==> src/rtl/md4_search_ctrl.sv <==
// ---------------------------------------------------------------------------
// md4_search_ctrl
// Candidate-search controller around md4_pipe. Issues one candidate per
// clock from an inclusive (possibly wrapping) range, tracks each candidate
// through a p_latency-deep alignment shift register, compares the returned
// digest with the target, and reports the first match or range exhaustion.
//
// Ports:
//   clk            - clock, rising edge
//   rstN           - asynchronous active-low reset
//   start          - one-cycle search request (honoured in IDLE / DONE)
//   start_value    - first candidate, sampled with start
//   end_value      - last candidate (inclusive), sampled with start
//   target         - digest to match, sampled with start
//   pipe_inp_data  - candidate to md4_pipe (registered)
//   pipe_outp_data - digest from md4_pipe
//   busy           - high while searching or draining
//   done           - one-cycle pulse at end of search
//   found          - a match was seen in the current / last search
//   found_value    - first matching candidate
// ---------------------------------------------------------------------------
module md4_search_ctrl #(
   parameter int unsigned p_inp_data_len = 32,
   parameter int unsigned p_width        = 32,
   parameter int unsigned p_latency      = 48
) (
   input  logic                      clk,
   input  logic                      rstN,
   input  logic                      start,
   input  logic [p_inp_data_len-1:0] start_value,
   input  logic [p_inp_data_len-1:0] end_value,
   input  logic [p_width*4-1:0]      target,
   output logic [p_inp_data_len-1:0] pipe_inp_data,
   input  logic [p_width*4-1:0]      pipe_outp_data,
   output logic                      busy,
   output logic                      done,
   output logic                      found,
   output logic [p_inp_data_len-1:0] found_value
);

   localparam int unsigned CandW  = p_inp_data_len;
   localparam int unsigned DigW   = p_width * 4;
   localparam int unsigned DrainW = (p_latency > 1) ? $clog2(p_latency) : 1;

   typedef enum logic [1:0] {
      ST_IDLE   = 2'd0,
      ST_SEARCH = 2'd1,
      ST_DRAIN  = 2'd2,
      ST_DONE   = 2'd3
   } state_e;

   // One alignment entry: candidate plus a flag saying it was really issued.
   typedef struct packed {
      logic             vld;
      logic [CandW-1:0] val;
   } align_t;

   state_e              state_q, state_d;

   logic [CandW-1:0]    cnt_q;
   logic [CandW-1:0]    end_q;
   logic [DigW-1:0]     target_q;
   logic [DrainW-1:0]   drain_q;

   // pipe_q/pipe_vld_q is the issue stage; sr_q follows it so the tail
   // lines up with the digest exactly p_latency cycles after issue.
   logic [CandW-1:0]    pipe_q;
   logic                pipe_vld_q;
   align_t              sr_q [p_latency];

   logic                busy_q, busy_d;
   logic                done_q, done_d;
   logic                found_q, found_d;
   logic [CandW-1:0]    found_value_q, found_value_d;

   logic                start_ok_c;
   logic                match_c;
   logic                last_c;
   logic                drain_last_c;
   logic                issue_c;

   align_t              tail_c;

   assign tail_c       = sr_q[p_latency-1];
   assign start_ok_c   = start && ((state_q == ST_IDLE) || (state_q == ST_DONE));
   assign match_c      = tail_c.vld && (pipe_outp_data == target_q);
   assign last_c       = (cnt_q == end_q);
   assign drain_last_c = (drain_q == DrainW'(p_latency - 1));

   // State register.
   always_ff @(posedge clk or negedge rstN) begin
      if (!rstN) begin
         state_q <= ST_IDLE;
      end else begin
         state_q <= state_d;
      end
   end

   // Next-state logic.
   always_comb begin
      state_d = state_q;
      unique case (state_q)
         ST_IDLE:   if (start) state_d = ST_SEARCH;
         ST_SEARCH: if (match_c || last_c) state_d = ST_DRAIN;
         ST_DRAIN:  if (drain_last_c) state_d = ST_DONE;
         ST_DONE:   state_d = start ? ST_SEARCH : ST_IDLE;
         default:   state_d = ST_IDLE;
      endcase
   end

   // Output / control decode.
   always_comb begin
      busy_d        = (state_d == ST_SEARCH) || (state_d == ST_DRAIN);
      done_d        = (state_q == ST_DONE);
      found_d       = found_q;
      found_value_d = found_value_q;
      // A match stops issuing in the same cycle it is seen.
      issue_c       = (state_q == ST_SEARCH) && !match_c;
      if (start_ok_c) begin
         found_d       = 1'b0;
         found_value_d = '0;
      end else if (match_c && !found_q) begin
         found_d       = 1'b1;
         found_value_d = tail_c.val;
      end
   end

   // Registered outputs.
   always_ff @(posedge clk or negedge rstN) begin
      if (!rstN) begin
         busy_q        <= 1'b0;
         done_q        <= 1'b0;
         found_q       <= 1'b0;
         found_value_q <= '0;
      end else begin
         busy_q        <= busy_d;
         done_q        <= done_d;
         found_q       <= found_d;
         found_value_q <= found_value_d;
      end
   end

   // Search parameters and candidate counter.
   always_ff @(posedge clk or negedge rstN) begin
      if (!rstN) begin
         cnt_q    <= '0;
         end_q    <= '0;
         target_q <= '0;
      end else if (start_ok_c) begin
         cnt_q    <= start_value;
         end_q    <= end_value;
         target_q <= target;
      end else if (issue_c) begin
         cnt_q    <= cnt_q + CandW'(1);
      end
   end

   // Issue stage; holds the last issued value while not issuing.
   always_ff @(posedge clk or negedge rstN) begin
      if (!rstN) begin
         pipe_q     <= '0;
         pipe_vld_q <= 1'b0;
      end else if (start_ok_c) begin
         pipe_vld_q <= 1'b0;
      end else begin
         pipe_vld_q <= issue_c;
         if (issue_c) pipe_q <= cnt_q;
      end
   end

   // Alignment shift register; a new search flushes any leftover entries.
   always_ff @(posedge clk or negedge rstN) begin
      if (!rstN) begin
         for (int i = 0; i < int'(p_latency); i++) begin
            sr_q[i] <= '0;
         end
      end else if (start_ok_c) begin
         for (int i = 0; i < int'(p_latency); i++) begin
            sr_q[i].vld <= 1'b0;
         end
      end else begin
         sr_q[0] <= '{vld: pipe_vld_q, val: pipe_q};
         for (int i = 1; i < int'(p_latency); i++) begin
            sr_q[i] <= sr_q[i-1];
         end
      end
   end

   // Drain cycle counter.
   always_ff @(posedge clk or negedge rstN) begin
      if (!rstN) begin
         drain_q <= '0;
      end else if (state_q != ST_DRAIN) begin
         drain_q <= '0;
      end else begin
         drain_q <= drain_q + DrainW'(1);
      end
   end

   assign pipe_inp_data = pipe_q;
   assign busy          = busy_q;
   assign done          = done_q;
   assign found         = found_q;
   assign found_value   = found_value_q;

endmodule

==> config.mk <==
export PLATFORM = sky130hd
export DESIGN_NAME = md4_search_ctrl
export DESIGN_NICKNAME = d
export VERILOG_FILES = /design/src/rtl/md4_search_ctrl.sv
export SDC_FILE = /design/constraint.sdc
export NUM_CORES = 2
export LEC_CHECK = 0
export BUFFER_PORTS_ARGS = -buffer_cell sky130_fd_sc_hd__buf_2
export CAP_MARGIN = 40
export CORE_ASPECT_RATIO = 0.7
export CORE_MARGIN = 2
export CORE_UTILIZATION = 50
export DETAILED_ROUTE_END_ITERATION = 8
export PLACE_DENSITY = 0.75
export SYNTH_ARGS = -nofsm -noshare
export SYNTH_HDL_FRONTEND = slang
export SYNTH_SLANG_ARGS = --single-unit
==> constraint.sdc <==
create_clock -name clk -period 4.4 [get_ports clk]
set_clock_uncertainty 0.15 [all_clocks]
set_input_delay 0.22 -clock clk [delete_from_list [all_inputs] [get_ports clk]]
set_output_delay 0.22 -clock clk [all_outputs]
set_load 0.1 [all_outputs]
=== Yosys cells after proc, flatten, opt, wreduce, memory -nomap -nowiden ===
Cells that the tools add are included.

* Input bits: 323
* Memories: 0
* Bits in latches: 0
* Memory bits (read-only): 0
* Register bits: 1852
* Logic and storage cells: 193
* RAM bits: 0
* Output and inout bits: 67

* Multiply operators: 0
* Div/mod/pow operators: 0
* Eq/ne operators: 9
* $add $sub $neg: 2
* Shift-type cells: 0
* Bitwise operators: 1
* Reduce and logical (&&, ||, !) cells: 13
* Order comparisons: 0
* Multiplexer cells: 61

{| class="wikitable"
|+ Operators with widths
! operator !! count
|-
| $eq 128x128->1 || 1
|-
| $mux 32 || 4
|-
| $mux 1 || 52
|-
| $add 32x1->32 const B || 1
|-
| $eq 32x32->1 || 1
|-
| $pmux 2 s4 || 1
|-
| $add 6x1->6 const B || 1
|-
| $eq 2x2->1 const B || 3
|-
| $eq 6x6->1 const B || 1
|-
| $mux 2 || 3
|-
| $mux 6 || 1
|-
| $eq 2x1->1 const B || 2
|-
| $logic_and 1x1->1 || 4
|-
| $reduce_bool 2->1 || 2
|-
| $logic_or 1x1->1 || 3
|-
| $logic_not 1->1 || 2
|-
| $logic_not 2->1 || 1
|-
| $ne 2x2->1 const B || 1
|-
| $reduce_and 2->1 || 1
|-
| $not 1->1 || 1
|}

=== Longest topological paths before layout ===
* Word-level depth: 7
* Depth in mapped cells: 10
* Mapped depth without buffers: 7

=== Worst setup path before layout ===
OpenSTA, ideal clock, no wires.

* Kind: reg-to-reg
* From: reg target_q[17]
* To: reg pipe_q[22], in the netlist pipe_inp_data[22]
* Slack: 1449 ps
* Data required time: 4122 ps
* Cell stages (with the launch flop): 10
* Path buffers: 2
* Arrival: 2672 ps
* Library setup time: 128 ps
* Clock period less this slack: 2951 ps
* Cell sequence: dfrtp_1 > nor2b_1 > a2111oi_0 > nand4_1 > or4_4 > or4_4 > buf_6 > nand3_4 > buf_6 > mux2_1

* Longest elaborated chain between the ends: 5

{| class="wikitable"
|+ Ends and longest elaborated chain
! element !! line !! text
|-
| start, declared || 62 || <nowiki>logic [DigW-1:0] target_q;</nowiki>
|-
| start signal, assigned || 152 || <nowiki>target_q <= target;</nowiki>
|-
| $eq 128x128->1 || 86 || <nowiki>assign match_c = tail_c.vld && (pipe_outp_data == target_q);</nowiki>
|-
| $logic_and 1x1->1 || 86 ||
|-
| $logic_not 1->1 || 118 || <nowiki>issue_c = (state_q == ST_SEARCH) && !match_c;</nowiki>
|-
| $logic_and 1x1->1 || 118 ||
|-
| $reduce_and 2->1 (no source line) || - ||
|-
| end signal, assigned || 167 || <nowiki>if (issue_c) pipe_q <= cnt_q;</nowiki>
|-
| end, declared || 67 || <nowiki>logic [CandW-1:0] pipe_q;</nowiki>
|}

No other way between the ends.
A chain may end at the register's enable or synchronous reset.

=== Worst setup path in the final report ===
* From: reg target_q[97]
* To: reg pipe_q[20], in the netlist pipe_inp_data[20]

The elaborated chain is that of the path after synthesis.

==> summary.txt <==
Status
  – Status: completed

Power and ir drop
  – P per Cell Area: 685 nW/µm²
  – Pleak: 46.4 nW
  – VDD IR max: 559 µV

Synth
  – Syn Area/Cell: 8.92 µm²
  – FF+latch count, synth: 1852
  – Sequential fraction of the synthesis area: 64.7%
  – Synth Flop Type: dfrtp_1
  – Area contributors post-synth: dfrtp_1 65%, nand2_1 27%, clkbuf_1 2.1%, xor2_1 0.92%, o21ai_0 0.52%
  – Number of flops mapped to enable cells by yosys: 0
  – Synth warn: 0
  – Async SR Flop Fraction: 100%
  – Unique masters post-synth: 43
  – Synthesized Nets: 8355
  – Area leader, netlist: dfrtp_1
  – Post-Synthesis Cells: 8026
  – Synth Cell Area: 71600 µm²
  – Post-synth top area share: 64.7%

Cells and area
  – Commonest non-fill, non-tap cell in the layout: nand2_1
  – Area Overhead vs Synth: 18.0%
  – Layout cells sized above 1: 8.77%
  – Commonest cells after routing, fill and taps aside: 5070 x nand2_1, 1852 x dfrtp_1, 388 x buf_2
  – Layout Nets: 8904
  – Finished Layout Cells: 10600

Detailed routing
  – WL/cell: 16.3 µm
  – Post-route ant nets: 0
  – Drt drc: 0
  – Total Routed Length: 173 mm
  – Vias: 53300
  – First-pass iteration count of the detailed router: 5
  – Initial DRC count: 4727
  – Vias per inst: 5.02

Floorplanning
  – IO Pins: 390
  – Core Box Area: 143000 µm²
  – Row cnt: 116
  – DIE AREA: 146000 µm²
  – Die width: 456 µm
  – Die Y-Extent: 321 µm
  – Initial Util: 50.2%

STA
  – Final hold viol count: 0
  – Fin crit period: 3.60 ns
  – Rel. slew slack: 29.4%
  – Final Cycle Share: 81.8%
  – Max-slew violation count: 0
  – RSZ-0062 raised after global routing: false
  – Fmax: 278 MHz
  – Setup-failing EPs final: 0
  – Least-Margin Pin Slew: 1.06 ns
  – Setup tns final: 0 ns

Global route
  – Gr ovfl total: 0
  – Vias in the first global route: 52800
  – Total GRT Usage: 24.1%
  – Met2 Track Usage GR: 37.8%
  – Met3 Usage GRT: 4.24%
  – GR Util met1: 34.4%
  – Largest net degree at the start of global routing: 199
  – Grt peak-use layer: met2
  – Global-route wire length before repair: 283 mm
  – Initial antenna violation count: 18

Clock network
  – CTS tree: done
  – PostCTS Resize Cnt: 0
  – Clk_lat worst skew: 0.80 ns
  – Clk buf depth: 3
  – H-tree depth: 4
  – Worst-path clk slew: 0.07 ns
  – Setup bufs post-CTS: 0
  – CTS buffer count: 171
  – Clk sinks: 1852
  – CTS root buf: clkbuf_16

Setup path
  – Reg-to-Reg Start: target_q[97]
  – Largest fanout on the critical path: 33
  – RR Endpoint: pipe_inp_data[20]
  – CP Capture Type: register
  – Worst path most repeated cell: or4_4
  – Critical Path End: pipe_inp_data[20]
  – Data arrival, critical path: 4.13 ns
  – CP startpoint kind: register
  – Flop-to-flop setup slack: 0.80 ns
  – CP cell instances: xor2_1 -> nor4_1 -> nand4_1 -> or4_4 -> or4_4 -> nand3_4 -> mux2_1
  – Critical path's slowest cell: or4_4
  – CP max stage delay: 0.56 ns
  – Crit Path Category: reg2reg
  – Worst reg2reg path depth: 7
  – Critical path startpoint: target_q[97]
  – WP data required: 4.93 ns

Placement
  – PortBufs: 389
  – DP Cell Count: 9978
  – GPL Wtd Cong: 0.951
  – Dpl hpwl: 112 mm

Min path
  – HP Start: end_value[7]
  – Hold Crit Depth: 4
  – Min-Delay Path Class: in2reg

Flow run
  – Number of max-cap violations: 0
## cells in the mapped netlist (4+ instances only)
| library cell | instances |
|---|---|
| buf_6 | 6 |
| o2111ai_1 | 12 |
| a2111o_1 | 11 |
| and3_1 | 11 |
| nor4_1 | 27 |
| mux2_1 | 29 |
| a2111oi_0 | 4 |
| ha_1 | 6 |
| nand4_1 | 25 |
| o31ai_1 | 4 |
| nand3_1 | 50 |
| nor2b_1 | 46 |
| inv_1 | 30 |
| or3_1 | 27 |
| dfrtp_1 | 1852 |
| and2_1 | 56 |
| a21oi_1 | 33 |
| o21ai_0 | 75 |
| buf_1 | 6 |
| clkbuf_1 | 407 |
| xor2_1 | 75 |
| a31oi_1 | 32 |
| nand2_1 | 5070 |
| or4_1 | 4 |
| nor2_1 | 34 |
| xnor2_1 | 31 |
| nand2b_1 | 36 |
## cells by family after synthesis
group / after synthesis / synth area share (%)
mux: 32 / 0.503
xor+xnor: 106 / 1.30
fa+ha+maj: 6 / 0.105
simple gates: 5396 / 29.3
buf+inv: 453 / 2.47
compound gates: 181 / 1.59
flops: 1852 / 64.7
## where the power goes
part	internal, mW	switching [mW]
clock	8.66	6.54
combinational	4.95	11.4
sequential	22.8	3.48
total	36.4	21.5
## state kept, by name, summed over array words and instances, names as in the netlist
signal         cells
done               1
cnt_q             32
drain_q            6
target_q         128
found_value       32
busy               1
found              1
end_q             32
pipe_inp_data     32
pipe_vld_q         1
sr_q            1584
state_q            2
## metal layers
layer,up-vias,wire length (µm)
li1,25700,-
met1,26400,78700
met2,985,81800
met3,268,8010
met4,0,4840
met5,-,0
## critical path, delay by kind of cell (launching register included)
family        cells  cell delay [ns]
xor+xnor          1             0.16
flops             1             0.40
mux               1             0.38
simple gates      5             2.35
## how the worst min path moves through the flow
stage,to,slack (ns)
floorplan,busy,-0.23
finish,end_q[7],0.04
CTS,target_q[31],0.0005
detailed placement,end_q[8],0.1
global route,target_q[89],0.04
global placement,end_q[8],0.09
## per-stage QoR
| step | util [%] | power (mW) | instance area, µm² | hold slack (ns) | worst slack, ns |
|---|---|---|---|---|---|
| 2_1_floorplan | - | 37.3 | 71600 | -0.226 | 1.45 |
| 3_3_place_gp | 53.0 | 41.9 | 75500 | 0.0874 | 0.857 |
| 3_5_place_dp | 53.0 | 42.5 | 75600 | 0.0957 | 0.864 |
| 4_1_cts | 59.2 | 58.4 | 84400 | 0.000544 | 0.846 |
| 5_1_grt | 59.3 | 61.9 | 84500 | 0.0389 | 0.736 |
| 6_report | 59.3 | 57.9 | 84500 | 0.0449 | 0.801 |
## layout make-up
| class | count | area [µm²] |
|---|---|---|
| fillers | 12300 | 58000 |
| flip-flops and latches | 1852 | 46300 |
| multi-input cells | 5721 | 23500 |
| repair buffers | 799 | 6400 |
| clock buffers | 254 | 4990 |
| well taps | 1888 | 2360 |
| clock inverters | 55 | 743 |
| inverters | 30 | 113 |
| diodes | 19 | 47.5 |
## timing repair
action,4_1_cts,5_1_grt
endpoints found under the setup margin,0,0
endpoints found under the hold margin,961,0
hold buffers,311,0
Note: power is estimated with default switching activity, not from simulation.
